===== src/rtl/multdiv_pkg.sv =====
// Shared types for the iterative multiply/divide unit.
//   md_op_e    : operation select carried on operator_i
//   md_state_e : control FSM states
package multdiv_pkg;

  typedef enum logic [1:0] {
    MD_OP_MULL = 2'd0,
    MD_OP_MULH = 2'd1,
    MD_OP_DIV  = 2'd2,
    MD_OP_REM  = 2'd3
  } md_op_e;

  typedef enum logic [1:0] {
    StIdle,
    StComp,
    StFix,
    StDone
  } md_state_e;

endpackage


===== src/rtl/multdiv_cond_neg.sv =====
// Conditional two's-complement negator.
//   neg_i : when high, out_o = -in_i, otherwise out_o = in_i
//   in_i  : N-bit operand
//   out_o : N-bit result
module multdiv_cond_neg #(
  parameter int unsigned N = 32
) (
  input  logic         neg_i,
  input  logic [N-1:0] in_i,
  output logic [N-1:0] out_o
);

  always_comb begin
    out_o = neg_i ? ((~in_i) + N'(1)) : in_i;
  end

endmodule


===== src/rtl/multdiv_iter_param.sv =====
// Iterative radix-2 multiply/divide unit (MUL, MULH, DIV, REM), one bit per cycle.
// Operands are converted to magnitudes at accept, iterated unsigned, and the sign is
// applied in a single fix-up cycle. Divide-by-zero bypasses the iteration.
//   clk, rst_n          : clock, synchronous active-low reset
//   valid_i / ready_o   : request handshake (ready_o high only in idle)
//   kill_i              : abort, returns to idle without a result
//   operator_i          : md_op_e
//   signed_mode_i       : bit0 = op_a signed, bit1 = op_b signed
//   op_a_i, op_b_i      : multiplicand/dividend, multiplier/divisor
//   valid_o / ready_i   : result handshake, result_o held while stalled
//   busy_o              : unit not idle
module multdiv_iter_param
  import multdiv_pkg::*;
#(
  parameter int unsigned WIDTH = 32
) (
  input  logic             clk,
  input  logic             rst_n,
  input  logic             valid_i,
  output logic             ready_o,
  input  logic             kill_i,
  input  logic [1:0]       operator_i,
  input  logic [1:0]       signed_mode_i,
  input  logic [WIDTH-1:0] op_a_i,
  input  logic [WIDTH-1:0] op_b_i,
  output logic             valid_o,
  input  logic             ready_i,
  output logic [WIDTH-1:0] result_o,
  output logic             busy_o
);

  localparam int unsigned CNT_W = $clog2(WIDTH) + 1;

  md_state_e          state_q, state_d;
  logic [CNT_W-1:0]   cnt_q, cnt_d;
  md_op_e             op_q, op_d;
  logic               sign_a_q, sign_a_d;
  logic               sign_b_q, sign_b_d;
  logic [WIDTH-1:0]   mag_a_q, mag_a_d;
  logic [WIDTH-1:0]   mag_b_q, mag_b_d;
  // MUL: {partial high, multiplier/low product}; DIV: {remainder, dividend/quotient}
  logic [2*WIDTH-1:0] acc_q, acc_d;
  logic [WIDTH-1:0]   result_q, result_d;

  logic               sign_a_in, sign_b_in;
  logic [WIDTH-1:0]   mag_a_in, mag_b_in;
  logic               is_div_in, is_div_q;

  assign sign_a_in = op_a_i[WIDTH-1] & signed_mode_i[0];
  assign sign_b_in = op_b_i[WIDTH-1] & signed_mode_i[1];
  assign is_div_in = (operator_i == MD_OP_DIV) || (operator_i == MD_OP_REM);
  assign is_div_q  = (op_q == MD_OP_DIV) || (op_q == MD_OP_REM);

  multdiv_cond_neg #(.N(WIDTH)) u_neg_a (
    .neg_i (sign_a_in),
    .in_i  (op_a_i),
    .out_o (mag_a_in)
  );

  multdiv_cond_neg #(.N(WIDTH)) u_neg_b (
    .neg_i (sign_b_in),
    .in_i  (op_b_i),
    .out_o (mag_b_in)
  );

  // Shift-add multiply step: add |a| to the high half when the current multiplier
  // bit is set, then shift the whole accumulator right by one.
  logic [WIDTH:0]     mul_sum;
  logic [2*WIDTH-1:0] mul_next;
  assign mul_sum  = {1'b0, acc_q[2*WIDTH-1:WIDTH]} + (acc_q[0] ? {1'b0, mag_a_q} : '0);
  assign mul_next = {mul_sum, acc_q[WIDTH-1:1]};

  // Restoring divide step. Remainder stays below |b|, so the shifted remainder fits
  // in WIDTH+1 bits and the difference MSB is a reliable borrow.
  logic [WIDTH:0]     rem_sh, div_diff;
  logic               div_ge;
  logic [2*WIDTH-1:0] div_next;
  assign rem_sh   = acc_q[2*WIDTH-1:WIDTH-1];
  assign div_diff = rem_sh - {1'b0, mag_b_q};
  assign div_ge   = ~div_diff[WIDTH];
  assign div_next = div_ge ? {div_diff[WIDTH-1:0], acc_q[WIDTH-2:0], 1'b1}
                           : {rem_sh[WIDTH-1:0], acc_q[WIDTH-2:0], 1'b0};

  // Sign fix-up shares one 2W-bit negator across all operations.
  logic [2*WIDTH-1:0] fix_in, fix_out;
  logic               fix_neg;
  always_comb begin
    fix_in  = acc_q;
    fix_neg = sign_a_q ^ sign_b_q;
    unique case (op_q)
      MD_OP_MULL, MD_OP_MULH: fix_in = acc_q;
      MD_OP_DIV: fix_in = {{WIDTH{1'b0}}, acc_q[WIDTH-1:0]};
      MD_OP_REM: begin
        fix_in  = {{WIDTH{1'b0}}, acc_q[2*WIDTH-1:WIDTH]};
        fix_neg = sign_a_q;
      end
      default: fix_in = acc_q;
    endcase
  end

  multdiv_cond_neg #(.N(2 * WIDTH)) u_neg_fix (
    .neg_i (fix_neg),
    .in_i  (fix_in),
    .out_o (fix_out)
  );

  always_comb begin
    state_d  = state_q;
    cnt_d    = cnt_q;
    op_d     = op_q;
    sign_a_d = sign_a_q;
    sign_b_d = sign_b_q;
    mag_a_d  = mag_a_q;
    mag_b_d  = mag_b_q;
    acc_d    = acc_q;
    result_d = result_q;
    if (kill_i) begin
      state_d = StIdle;
    end else begin
      unique case (state_q)
        StIdle: begin
          if (valid_i) begin
            op_d     = md_op_e'(operator_i);
            sign_a_d = sign_a_in;
            sign_b_d = sign_b_in;
            mag_a_d  = mag_a_in;
            mag_b_d  = mag_b_in;
            if (is_div_in && (op_b_i == '0)) begin
              state_d  = StDone;
              result_d = (operator_i == MD_OP_REM) ? op_a_i : '1;
            end else begin
              state_d = StComp;
              cnt_d   = CNT_W'(WIDTH - 1);
              acc_d   = is_div_in ? {{WIDTH{1'b0}}, mag_a_in} : {{WIDTH{1'b0}}, mag_b_in};
            end
          end
        end
        StComp: begin
          acc_d = is_div_q ? div_next : mul_next;
          if (cnt_q == '0) begin
            state_d = StFix;
          end else begin
            cnt_d = cnt_q - CNT_W'(1);
          end
        end
        StFix: begin
          result_d = (op_q == MD_OP_MULH) ? fix_out[2*WIDTH-1:WIDTH] : fix_out[WIDTH-1:0];
          state_d  = StDone;
        end
        StDone: begin
          if (ready_i) begin
            state_d = StIdle;
          end
        end
        default: state_d = StIdle;
      endcase
    end
  end

  always_ff @(posedge clk) begin
    if (!rst_n) begin
      state_q  <= StIdle;
      cnt_q    <= '0;
      op_q     <= MD_OP_MULL;
      sign_a_q <= 1'b0;
      sign_b_q <= 1'b0;
      mag_a_q  <= '0;
      mag_b_q  <= '0;
      acc_q    <= '0;
      result_q <= '0;
    end else begin
      state_q  <= state_d;
      cnt_q    <= cnt_d;
      op_q     <= op_d;
      sign_a_q <= sign_a_d;
      sign_b_q <= sign_b_d;
      mag_a_q  <= mag_a_d;
      mag_b_q  <= mag_b_d;
      acc_q    <= acc_d;
      result_q <= result_d;
    end
  end

  assign ready_o  = (state_q == StIdle);
  assign busy_o   = (state_q != StIdle);
  assign valid_o  = (state_q == StDone);
  assign result_o = result_q;

endmodule

===== config.mk =====
export PLATFORM = sky130hd
export DESIGN_NAME = multdiv_iter_param
export DESIGN_NICKNAME = d
export VERILOG_FILES = /design/src/rtl/multdiv_pkg.sv /design/src/rtl/multdiv_cond_neg.sv /design/src/rtl/multdiv_iter_param.sv
export SDC_FILE = /design/constraint.sdc
export NUM_CORES = 1
export LEC_CHECK = 0
export ABC_AREA = 1
export ABC_CLOCK_PERIOD_IN_PS = 3900
export BUFFER_PORTS_ARGS = -buffer_cell sky130_fd_sc_hd__buf_2
export CAP_MARGIN = 20
export CORE_ASPECT_RATIO = 0.5
export CORE_MARGIN = 2
export CORE_UTILIZATION = 28
export DETAILED_ROUTE_END_ITERATION = 10
export PLACE_DENSITY = 0.46
export SKIP_CTS_REPAIR_TIMING = 1
export SKIP_LAST_GASP = 1
export SLEW_MARGIN = 10
export SYNTH_ARGS = -nofsm -noshare
export SYNTH_HDL_FRONTEND = slang
export SYNTH_HIERARCHICAL = 1
export SYNTH_SLANG_ARGS = --single-unit

===== constraint.sdc =====
create_clock -name clk -period 3.9 [get_ports clk]
set_input_delay 0.78 -clock clk [delete_from_list [all_inputs] [get_ports clk]]
set_output_delay 0.78 -clock clk [all_outputs]
set_load 0.03 [all_outputs]

# Word level (Yosys, flattened, before mapping)
# Index checks and enable logic that the tools add are counted.
[word_totals] register_bits=172 out_inout_bits=35 elab_cells=80
[op_classes] add_sub_neg=6 eq_ne=14 muxes=26 n_bitwise=8 n_reduce_logical=17
[ops] op="$mux W64" n=5
[ops] op="$mux W32" n=8
[ops] op="$pmux W64 S3" n=1
[ops] op="$pmux W64 S2" n=1
[ops] op="$add A32 B1 Y32 const B" n=2
[ops] op="$add A64 B1 Y64 const B" n=1
[ops] op="$not A32 Y32" n=2
[ops] op="$not A64 Y64" n=1
[ops] op="$pmux W32 S2" n=1
[ops] op="$add A32 B32 Y33" n=1
[ops] op="$sub A33 B32 Y33" n=1
[ops] op="$logic_not A32 Y1" n=1
[ops] op="$mux W6" n=3
[ops] op="$eq A2 B2 Y1 const B" n=6
[ops] op="$pmux W6 S2" n=1
[ops] op="$mux W2" n=4
[ops] op="$ne A2 B2 Y1 const B" n=4
[ops] op="$pmux W2 S4" n=1
[ops] op="$reduce_and A4 Y1" n=2
[ops] op="$logic_not A6 Y1" n=1
[ops] op="$reduce_and A3 Y1" n=2
[ops] op="$reduce_bool A2 Y1" n=3
[ops] op="$sub A6 B1 Y6 const B" n=1
[ops] op="$reduce_and A5 Y1" n=1
[ops] op="10 further kinds" n=17

# Depth between registers and ports, before layout
# Gate-level depths: netlist of run 1.
[depth] ltp_word=8 depth_mapped=22 depth_no_buf=20

# Modules after synthesis
# Netlist of run 1, hierarchy kept.
[modules_own_cells] module="multdiv_iter_param" instances=1 cells_each=2383 area_per_inst_um2=13887.1 seq_area_each_um2=3443.3
[modules_own_cells] module="multdiv_cond_neg at u_neg_fix" instances=1 cells_each=498 area_per_inst_um2=2466.1 seq_area_each_um2=0.0
[modules_own_cells] module="multdiv_cond_neg at u_neg_a ..." instances=2 cells_each=227 area_per_inst_um2=1108.6 seq_area_each_um2=0.0

# Worst setup path before layout of run 1
# No wires, ideal clock.
[synth_path] path_kind="register -> register" startpoint="register op_q[1]" endpoint="register result_q[14], in the netlist result_o[14]" setup_time_ps=74 arrival_ps=2747 required_time_ps=3826 setup_slack_ps=1079 stages_incl_launch_ff=17 n_path_buf=3 synth_period_minus_slack_ps=2821 path_cell_list="dfxtp_1 -> buf_4 -> nand2_1 -> clkbuf_1 -> clkbuf_1 -> o21ai_0 -> inv_1 -> ha_1 -> nand3_4 -> nor2_1 -> nand2_1 -> o21ai_4 -> nand2_1 -> xor2_1 -> nor2_1 -> or3_1 -> a31oi_1"
[synth_between] elab_chain_len=8 word_cells_on_any_way=12 classes_between="add/sub (1); eq/ne (3); mux (5); bitwise (1); reduce/logical (2)"
[synth_rtl] element="from (decl)" line_no="multdiv_iter_param.sv:36" text="md_op_e op_q, op_d;"
[synth_rtl] element="from (signal assigned)" line_no="multdiv_iter_param.sv:174" text="op_q <= op_d;"
[synth_rtl] element="$eq A2 B1 Y1 or $logic_not A2 Y1 (tied branches)" line_no="multdiv_iter_param.sv:90" text="unique case (op_q)"
[synth_rtl] element="$reduce_or A2 Y1" line_no="multdiv_iter_param.sv:90"
[synth_rtl] element="$pmux W64 S3 *" line_no="multdiv_iter_param.sv:90"
[synth_rtl] element="net fix_in[0]" line_no="multdiv_iter_param.sv:85" text="logic [2*WIDTH-1:0] fix_in, fix_out;"
[synth_rtl] element="$not A64 Y64 *" line_no="multdiv_cond_neg.sv:14" text="out_o = neg_i ? ((~in_i) + N'(1)) : in_i;"
[synth_rtl] element="$add A64 B1 Y64 *" line_no="multdiv_cond_neg.sv:14"
[synth_rtl] element="$mux W64 *" line_no="multdiv_cond_neg.sv:14"
[synth_rtl] element="net fix_out[46]" line_no="multdiv_iter_param.sv:85"
[synth_rtl] element="$mux W32 *" line_no="multdiv_iter_param.sv:147" text="result_d = (op_q == MD_OP_MULH) ? fix_out[2*WIDTH-1:WIDTH] : fix_out[WIDTH-1:0];"
[synth_rtl] element="$pmux W32 S2 *" line_no="multdiv_iter_param.sv:120" text="unique case (state_q)"
[synth_rtl] element="to (signal assigned)" line_no="multdiv_iter_param.sv:180" text="result_q <= result_d;"
[synth_rtl] element="to (decl)" line_no="multdiv_iter_param.sv:43" text="logic [WIDTH-1:0] result_q, result_d;"
# The timed path passes the listed nets; every way through them passes the cells marked *.
# A chain may end at the register's enable or synchronous reset.

# Worst setup path in the final report of run 1
[layout_path] startpoint="register op_q[0]" endpoint="register result_q[21], in the netlist result_o[21]"
# The elaborated chain is that of the path after synthesis.

==> insert_results.sql, run 1 <==
INSERT INTO impl_metrics (metric_group, metric, value, unit) VALUES
('timing', 'layout_min_cycle_time', '3.29', 'ns'),
('detailed_routing', 'drc_errors', '0', ''),
('floorplanning', 'floorplan.io_pins', '108', ''),
('synth', 'post_synth_most_frequent_cells', '936 x nand2_1, 535 x nor2_1, 395 x inv_1', ''),
('finish', 'post_route_cells_drive_above_1_share', '9.87', '%'),
('floorplanning', 'floorplan.initialDensity', '28.4', '%'),
('synth', 'synth_area', '18600', 'µm²'),
('synth', 'ys_seq_area_share', '18.5', '%'),
('floorplanning', 'die_w', '368', 'µm'),
('clocking', 'clock_sink_count', '172', ''),
('global_route', 'grt-ovfl-total', '0', ''),
('synth', 'async_reset_ff_share', '0', '%'),
('synth', 'synth_most_common_cell', 'nand2_1', ''),
('flow_run', 'cap_violations', '0', ''),
('detailed_routing', 'dr_total_vias', '21767', ''),
('floorplanning', 'placeableCoreArea', '65300', 'µm²'),
('placed_design', 'gp_routability_congestion', '0.978', ''),
('placed_design', 'dp_worst_setup_slack', '0.656', 'ns'),
('synth', 'mappedNetlistNets', '3483', ''),
('synth', 'synth.avg_cell_area', '5.57', 'µm²'),
('timing', 'fmax', '304', 'MHz'),
('detailed_routing', 'drt_iter0_markers', '2263', ''),
('floorplanning', 'die_h', '186', 'µm'),
('detailed_routing', 'avgViaCountPerCell', '5.09', ''),
('pwr', 'sequentialPowerShare', '30.3', '%'),
('detailed_routing', 'drt_pass1_iterations', '6', ''),
('pwr', 'p_sw', '2820', 'µW'),
('pwr', 'pwr-share-clk', '28.7', '%'),
('critical_path', 'top_family_by_delay_on_critical_path', 'simple AND/OR/NAND/NOR gates', ''),
('clocking', 'clock_tree_from_tritoncts', 'yes', ''),
('floorplanning', 'die-area', '68500', 'µm²'),
('clocking', 'ctsLongestPathBuffers', '2', ''),
('timing', 'worst_pin_slew', '1.09', 'ns'),
('worst_hold_path', 'worstHoldPathType', 'reg -> reg', ''),
('synth', 'synth-main-ff-cell', 'dfxtp_1', ''),
('clocking', 'cts_root_buf', 'clkbuf_16', ''),
('outcome', 'outcome', 'finished clean', ''),
('pwr', 'combinationalPowerShare', '41.1', '%'),
('detailed_routing', 'detail_route.wl_per_cell', '19.5', 'µm'),
('global_route', 'grt_pass1_vias', '20186', ''),
('critical_path', 'path_cells', 'nand2_2 > buf_12 > o21ai_0 > nor2_1 > nand2_1 > nor2_1 > nand2_1 > o21ai_0 > nand3_1 > nand2_1 > nor2_1 > or3_1 > a31oi_1', ''),
('finish', 'flow.area_growth_from_synthesis', '11.3', '%'),
('timing', 'grt_setup_unrepaired', 'false', ''),
('synth', 'netlist-cell-type-count', '54', ''),
('pwr', 'power-per-cell-area', '309', 'nW/µm²'),
('detailed_routing', 'drtAntennaViolNets', '0', ''),
('timing', 'period_share', '84.5', '%'),
('clocking', 'cts_made_buffers', '17', ''),
('timing', 'max-slew-margin-rel', '27.3', '%'),
('critical_path', 'critical_path.slowest_cell', 'o21ai_0', ''),
('pwr', 'power.share.switching', '44.1', '%'),
('global_route', 'number_of_antenna_violations_at_the_first_check_in_global_routing', '3', ''),
('synth', 'synth_area_leader_cell', 'nand2_1', ''),
('synth', 'syn-instance-count', '3335', ''),
('timing', 'finalHoldViolations', '0', ''),
('clocking', 'path_clk_slew', '0.08', 'ns'),
('pwr', 'power.static_leakage', '0.00991', 'µW'),
('timing', 'timing.final.setup_violations', '0', ''),
('placed_design', 'placement.io_buffers', '107', ''),
('critical_path', 'crit_path_launch_type', 'flop', ''),
('synth', 'synth_top_area_share', '18.9', '%'),
('synth', 'synth-seq-cells', '172', ''),
('critical_path', 'cp.required', '4.32', 'ns'),
('floorplanning', 'floorplan.rows', '66', ''),
('placed_design', 'dp_hpwl', '67.1', 'mm'),
('pwr', 'int_pwr', '3570', 'µW'),
('timing', 'finalWorstSetupSlack', '0.605', 'ns'),
('clocking', 'cts-htree-levels', '4', ''),
('timing', 'final_max_slew_viol_count', '0', ''),
('global_route', 'groute.usage.overall', '24.1', '%'),
('detailed_routing', 'postRouteWirelength', '83.5', 'mm');
==> tightest hold or removal path, cell delays in order, from the launching register on <==
cell and delay (ns):
dfxtp_1 0.30, inv_1 0.06, a21oi_1 0.05
==> power by group through the flow <==
stage          Sequential [µW]  Clock, µW  Combinational (µW)
5_1_grt                   1940       1930                2890
6_report                  1930       1830                2620
3_5_place_dp              1970          0                2560
3_3_place_gp              1970          0                2570
4_1_cts                   1930       1870                2580
2_1_floorplan             1950          0                1770
==> layout make-up <==
type                    instances  area, µm²
fillers                      7520      44700
multi-input cells            2616      13000
flip-flops and latches        172       3450
inverters                     416       1570
well taps                     884       1110
repair buffers                159        996
clock buffers                  20        468
clock inverters                11        110
diodes                          1       2.50
==> logic make-up after synthesis <==
kind of cell    synth area share [%]
compound gates                  17.1
xor+xnor                        3.86
fa+ha+maj                       5.13
buf+inv                         11.7
flops                           18.5
simple gates                    43.6
==> cell usage in the layout (no fill, tap or decap), types with 19 or more instances in the layout <==
cell / n
a31oi_1: 40
buf_2: 107
nand4_1: 38
xor2_1: 41
dfxtp_1: 171
xnor2_1: 38
or3_1: 32
ha_1: 73
o22ai_1: 30
o21ai_0: 293
nor2_2: 26
nand3_1: 209
nand2_1: 934
nor2_1: 534
nor2_4: 19
nand2_2: 30
buf_4: 47
inv_1: 394
a21oi_1: 160
==> sequential cells by signal (all words and copies together) (netlist names) <==
signal / count
cnt_q: 6
sign_a_q: 1
sign_b_q: 1
mag_b_q: 32
op_q: 2
acc_q: 64
result_o: 32
mag_a_q: 32
state_q: 2
==> metrics by stage <==
step,utilization [%],instances,area [µm²],hold WS [ns]
6_report,31.6,4279,20700,0.460
5_1_grt,31.6,4278,20700,0.485
4_1_cts,31.6,4277,20600,0.465
3_5_place_dp,30.7,4246,20100,0.454
3_3_place_gp,30.7,4246,20100,0.448
2_1_floorplan,-,3335,18600,0.435
==> metal layers <==
metal	vias up	part of all wire (%)	GRT usage, %
met5	-	0.032	0
met4	4	3.3	8.51
met3	124	8.1	4.93
met2	779	40	35.2
met1	10104	49	34.9
li1	10756	-	-
==> path summary, 6_finish.rpt <==
path,startpoint,end,slack [ns],cells after the start
max,op_q[0]$_SDFFE_PN0P_,result_o[21]$_SDFFE_PN0P_,0.61,13
min,mag_b_q[22]$_SDFFE_PN0P_,mag_b_q[22]$_SDFFE_PN0P_,0.46,2
max reg2reg,op_q[0]$_SDFFE_PN0P_,result_o[21]$_SDFFE_PN0P_,0.61,13
min reg2reg,mag_b_q[22]$_SDFFE_PN0P_,mag_b_q[22]$_SDFFE_PN0P_,0.46,2
Note: power is estimated with default switching activity, not from simulation.
==> inputs of run 2 (changes only) <==
--- a/config.mk
+++ b/config.mk
@@ -6,14 +6,14 @@
 export NUM_CORES = 1
 export LEC_CHECK = 0
 export ABC_AREA = 1
-export ABC_CLOCK_PERIOD_IN_PS = 3900
+export ABC_CLOCK_PERIOD_IN_PS = 3000
 export BUFFER_PORTS_ARGS = -buffer_cell sky130_fd_sc_hd__buf_2
 export CAP_MARGIN = 20
 export CORE_ASPECT_RATIO = 0.5
 export CORE_MARGIN = 2
 export CORE_UTILIZATION = 28
 export DETAILED_ROUTE_END_ITERATION = 10
-export PLACE_DENSITY = 0.46
+export PLACE_DENSITY = 0.47
 export SKIP_CTS_REPAIR_TIMING = 1
 export SKIP_LAST_GASP = 1
 export SLEW_MARGIN = 10
==> constraint.sdc (replaced) <==
create_clock -name clk -period 3 [get_ports clk]
set_input_delay 0.6 -clock clk [delete_from_list [all_inputs] [get_ports clk]]
set_output_delay 0.6 -clock clk [all_outputs]
set_load 0.03 [all_outputs]
==> run 2 against run 1 <==
Against the previous run:
- clock-buffer cell count shrank 1
- register-to-register slack lost 0.49 ns
- critical endpoint is now result_o[3]$_SDFFE_PN0P_
- critical path depth grew 2
- largest cell class unchanged
- worst setup slack lost 0.49 ns
- total power grew 35%
- via count grew 0.69%
- worst hold slack lost 0.045 ns
- clock power grew 34%
- core utilization grew 1.2 points
- first-iteration DRC count grew 7.8%
==> insert_results.sql, run 2 (synthesis gave the netlist of run 1 again) <==
INSERT INTO impl_metrics (metric_group, metric, value, unit) VALUES
('outcome', 'outcome', 'finished clean', ''),
('pwr', 'sequentialPowerShare', '29.1', '%'),
('finish', 'flow.area_growth_from_synthesis', '15.3', '%'),
('finish', 'multi_input_comb_area', '13000', 'µm²'),
('critical_path', 'startpoint_of_the_lowest_slack_register_to_register_path', 'op_q[0]$_SDFFE_PN0P_', ''),
('timing', 'holdWs', '0.416', 'ns'),
('clocking', 'clock_sink_count', '172', ''),
('finish', 'nNetsFinal', '3619', ''),
('timing', 'finalHoldViolations', '0', ''),
('floorplanning', 'die-area', '68500', 'µm²'),
('placed_design', 'dp_hpwl', '68.0', 'mm'),
('pwr', 'combinationalPowerShare', '42.3', '%'),
('global_route', 'grt_start_max_net_pins', '73', ''),
('critical_path', 'timing.critical_path.fanout_max', '21', ''),
('floorplanning', 'die_w', '368', 'µm'),
('clocking', 'clock_insertion_delay_at_the_later_pin_of_the_skew_report', '0.50', 'ns'),
('pwr', 'int_pwr', '4840', 'µW'),
('finish', 'filler_instances', '7558', ''),
('worst_hold_path', 'min_from', 'operator_i[0]', ''),
('finish', 'most-common-layout-cells', '933 x nand2_1, 533 x nor2_1, 394 x inv_1', ''),
('worst_hold_path', 'worstHoldPathType', 'in -> reg', ''),
('detailed_routing', 'drt_iter0_markers', '2440', ''),
('floorplanning', 'die_h', '186', 'µm'),
('finish', 'largest_register_ff_count', '64', ''),
('critical_path', 'top_family_by_delay_on_critical_path', 'simple AND/OR/NAND/NOR gates', ''),
('pwr', 'power.share.switching', '43.9', '%'),
('timing', 'max-slew-margin-rel', '36.9', '%'),
('critical_path', 'critical_path.slowest_cell', 'or3_1', ''),
('detailed_routing', 'drt_pass1_iterations', '6', ''),
('critical_path', 'path_cells', 'nand2_2 > buf_4 > buf_4 > nand2_1 > o21ai_0 > nor2_1 > nand2_1 > nor2_8 > nand2_4 > o21ai_4 > nand2_1 > xor2_1 > nor2_1 > or3_1 > a31oi_1', ''),
('worst_hold_path', 'hold_depth', '3', ''),
('critical_path', 'crit_path_launch_type', 'flop', ''),
('pwr', 'p_sw', '3780', 'µW'),
('clocking', 'path_clk_slew', '0.08', 'ns'),
('finish', 'seqCellArea', '3450', 'µm²'),
('critical_path', 'setup.worst_path.end_class', 'flop', ''),
('critical_path', 'worstSetupStartpoint', 'op_q[0]$_SDFFE_PN0P_', ''),
('flow_run', 'cap_violations', '0', ''),
('global_route', 'number_of_antenna_violations_at_the_first_check_in_global_routing', '1', ''),
('timing', 'grt_setup_unrepaired', 'true', ''),
('detailed_routing', 'postRouteWirelength', '84.3', 'mm'),
('floorplanning', 'floorplan.rows', '66', ''),
('finish', 'final_core_util', '32.8', '%'),
('clocking', 'clock_tree_from_tritoncts', 'yes', ''),
('worst_hold_path', 'whs_endpoint', 'op_q[0]$_SDFFE_PN0P_', ''),
('clocking', 'cts_root_buf', 'clkbuf_16', ''),
('placed_design', 'gp_routability_congestion', '0.988', ''),
('clocking', 'ctsLongestPathBuffers', '2', ''),
('global_route', 'grt_pass1_vias', '20301', ''),
('critical_path', 'setup.worst_path.class', 'reg -> reg', ''),
('clocking', 'cts-htree-levels', '4', ''),
('critical_path', 'worstReg2RegEnd', 'result_o[3]$_SDFFE_PN0P_', ''),
('detailed_routing', 'dr_wl_met2', '34.0', 'mm'),
('finish', 'largest_register', 'acc_q', ''),
('floorplanning', 'floorplan.initialDensity', '28.4', '%'),
('detailed_routing', 'dr_total_vias', '21917', ''),
('critical_path', 'critical_path.most_common_cell', 'nand2_1', ''),
('detailed_routing', 'avgViaCountPerCell', '5.02', ''),
('detailed_routing', 'detail_route.wirelength.met1', '42.9', 'mm'),
('finish', 'post_route_cells_drive_above_1_share', '12.3', '%'),
('detailed_routing', 'drtAntennaViolNets', '0', ''),
('critical_path', 'cp.required', '3.41', 'ns'),
('global_route', 'groute.usage.overall', '24.5', '%'),
('timing', 'timing.final.setup_violations', '0', ''),
('timing', 'fmax', '346', 'MHz'),
('detailed_routing', 'drc_errors', '0', ''),
('pwr', 'power.ir.vdd_worst', '0.000461', 'V'),
('timing', 'period_share', '96.2', '%'),
('critical_path', 'timing.critical_path.buf_inv', '2', ''),
('critical_path', 'r2r.worst_path.cells', '15', ''),
('critical_path', 'max_stage_delay', '0.41', 'ns'),
('pwr', 'pwr-share-clk', '28.6', '%'),
('placed_design', 'placement.io_buffers', '107', ''),
('detailed_routing', 'detail_route.wl_per_cell', '19.3', 'µm'),
('clocking', 'cts_made_buffers', '17', ''),
('floorplanning', 'floorplan.io_pins', '108', ''),
('global_route', 'grt-ovfl-total', '0', ''),
('timing', 'skew', '0.0199', 'ns'),
('global_route', 'grt_pass1_wl', '127', 'mm'),
('finish', 'leading_cell_type_in_the_layout_fill_and_taps_excluded', 'nand2_1', ''),
('floorplanning', 'placeableCoreArea', '65300', 'µm²'),
('critical_path', 'regToRegSetupSlack', '0.11', 'ns'),
('timing', 'worst_pin_slew', '0.945', 'ns'),
('detailed_routing', 'top_layer', 'met4', ''),
('timing', 'final_max_slew_viol_count', '0', ''),
('critical_path', 'timing.critical_path.arrival', '3.30', 'ns'),
('pwr', 'power.static_leakage', '0.0104', 'µW'),
('timing', 'layout_min_cycle_time', '2.89', 'ns'),
('pwr', 'power-per-cell-area', '403', 'nW/µm²'),
('detailed_routing', 'wl_met3', '6.36', 'mm');
run 2: changes by cell type in the layout (fill, tap and decap cells not counted), sizes merged:
cell / change
bufinv: +1
clkbuf: -1
buf: +89
inv: +4
clkinvlp: -3
run 2: power groups by stage:
stage	registers [µW]	logic (µW)	clock network, µW
2_1_floorplan	2530	2300	0
3_5_place_dp	2550	3560	0
6_report	2510	3650	2460
3_3_place_gp	2550	3570	0
4_1_cts	2500	3580	2500
5_1_grt	2520	4010	2590
run 2: final cells by class:
cell class	instances	share of cell area, %
multi-input cells	2616	60.6
flip-flops and latches	172	16.1
repair buffers	248	8.05
inverters	416	7.34
well taps	884	5.16
clock buffers	19	2.02
clock inverters	13	0.730
diodes	1	0.0117
run 2: worst min-delay path, delay by kind of cell:
| family | cells | cell delay (ns) |
|---|---|---|
| buf+inv | 1 | 0.13 |
| simple gates | 2 | 0.14 |
run 2: per-stage QoR:
stage / worst slack (ns) / total power (µW) / area, µm² / cells / TNS [ns]
floorplan: 0.179 / 4830 / 18600 / 3335 / 0
global placement: 0.0571 / 6130 / 20800 / 4334 / 0
detailed placement: 0.114 / 6110 / 20800 / 4334 / 0
CTS: 0.0780 / 8580 / 21400 / 4366 / 0
global route: -0.0117 / 9120 / 21400 / 4368 / -0.0117
finish: 0.113 / 8620 / 21400 / 4369 / 0
run 2: layer usage:
layer,track usage (%),up-vias
li1,-,10905
met1,36.9,10198
met2,36.1,766
met3,4.27,48
met4,4.23,0
met5,0,-
run 2: worst max-delay path by stage:
stage                                      to  slack (ns)  depth (start not counted)
floorplan           result_o[14]$_SDFFE_PN0P_        0.18                         16
global placement    result_o[26]$_SDFFE_PN0P_        0.06                         15
detailed placement  result_o[20]$_SDFFE_PN0P_        0.11                         14
CTS                 result_o[20]$_SDFFE_PN0P_        0.08                         14
global route         result_o[3]$_SDFFE_PN0P_       -0.01                         15
finish               result_o[3]$_SDFFE_PN0P_        0.11                         15
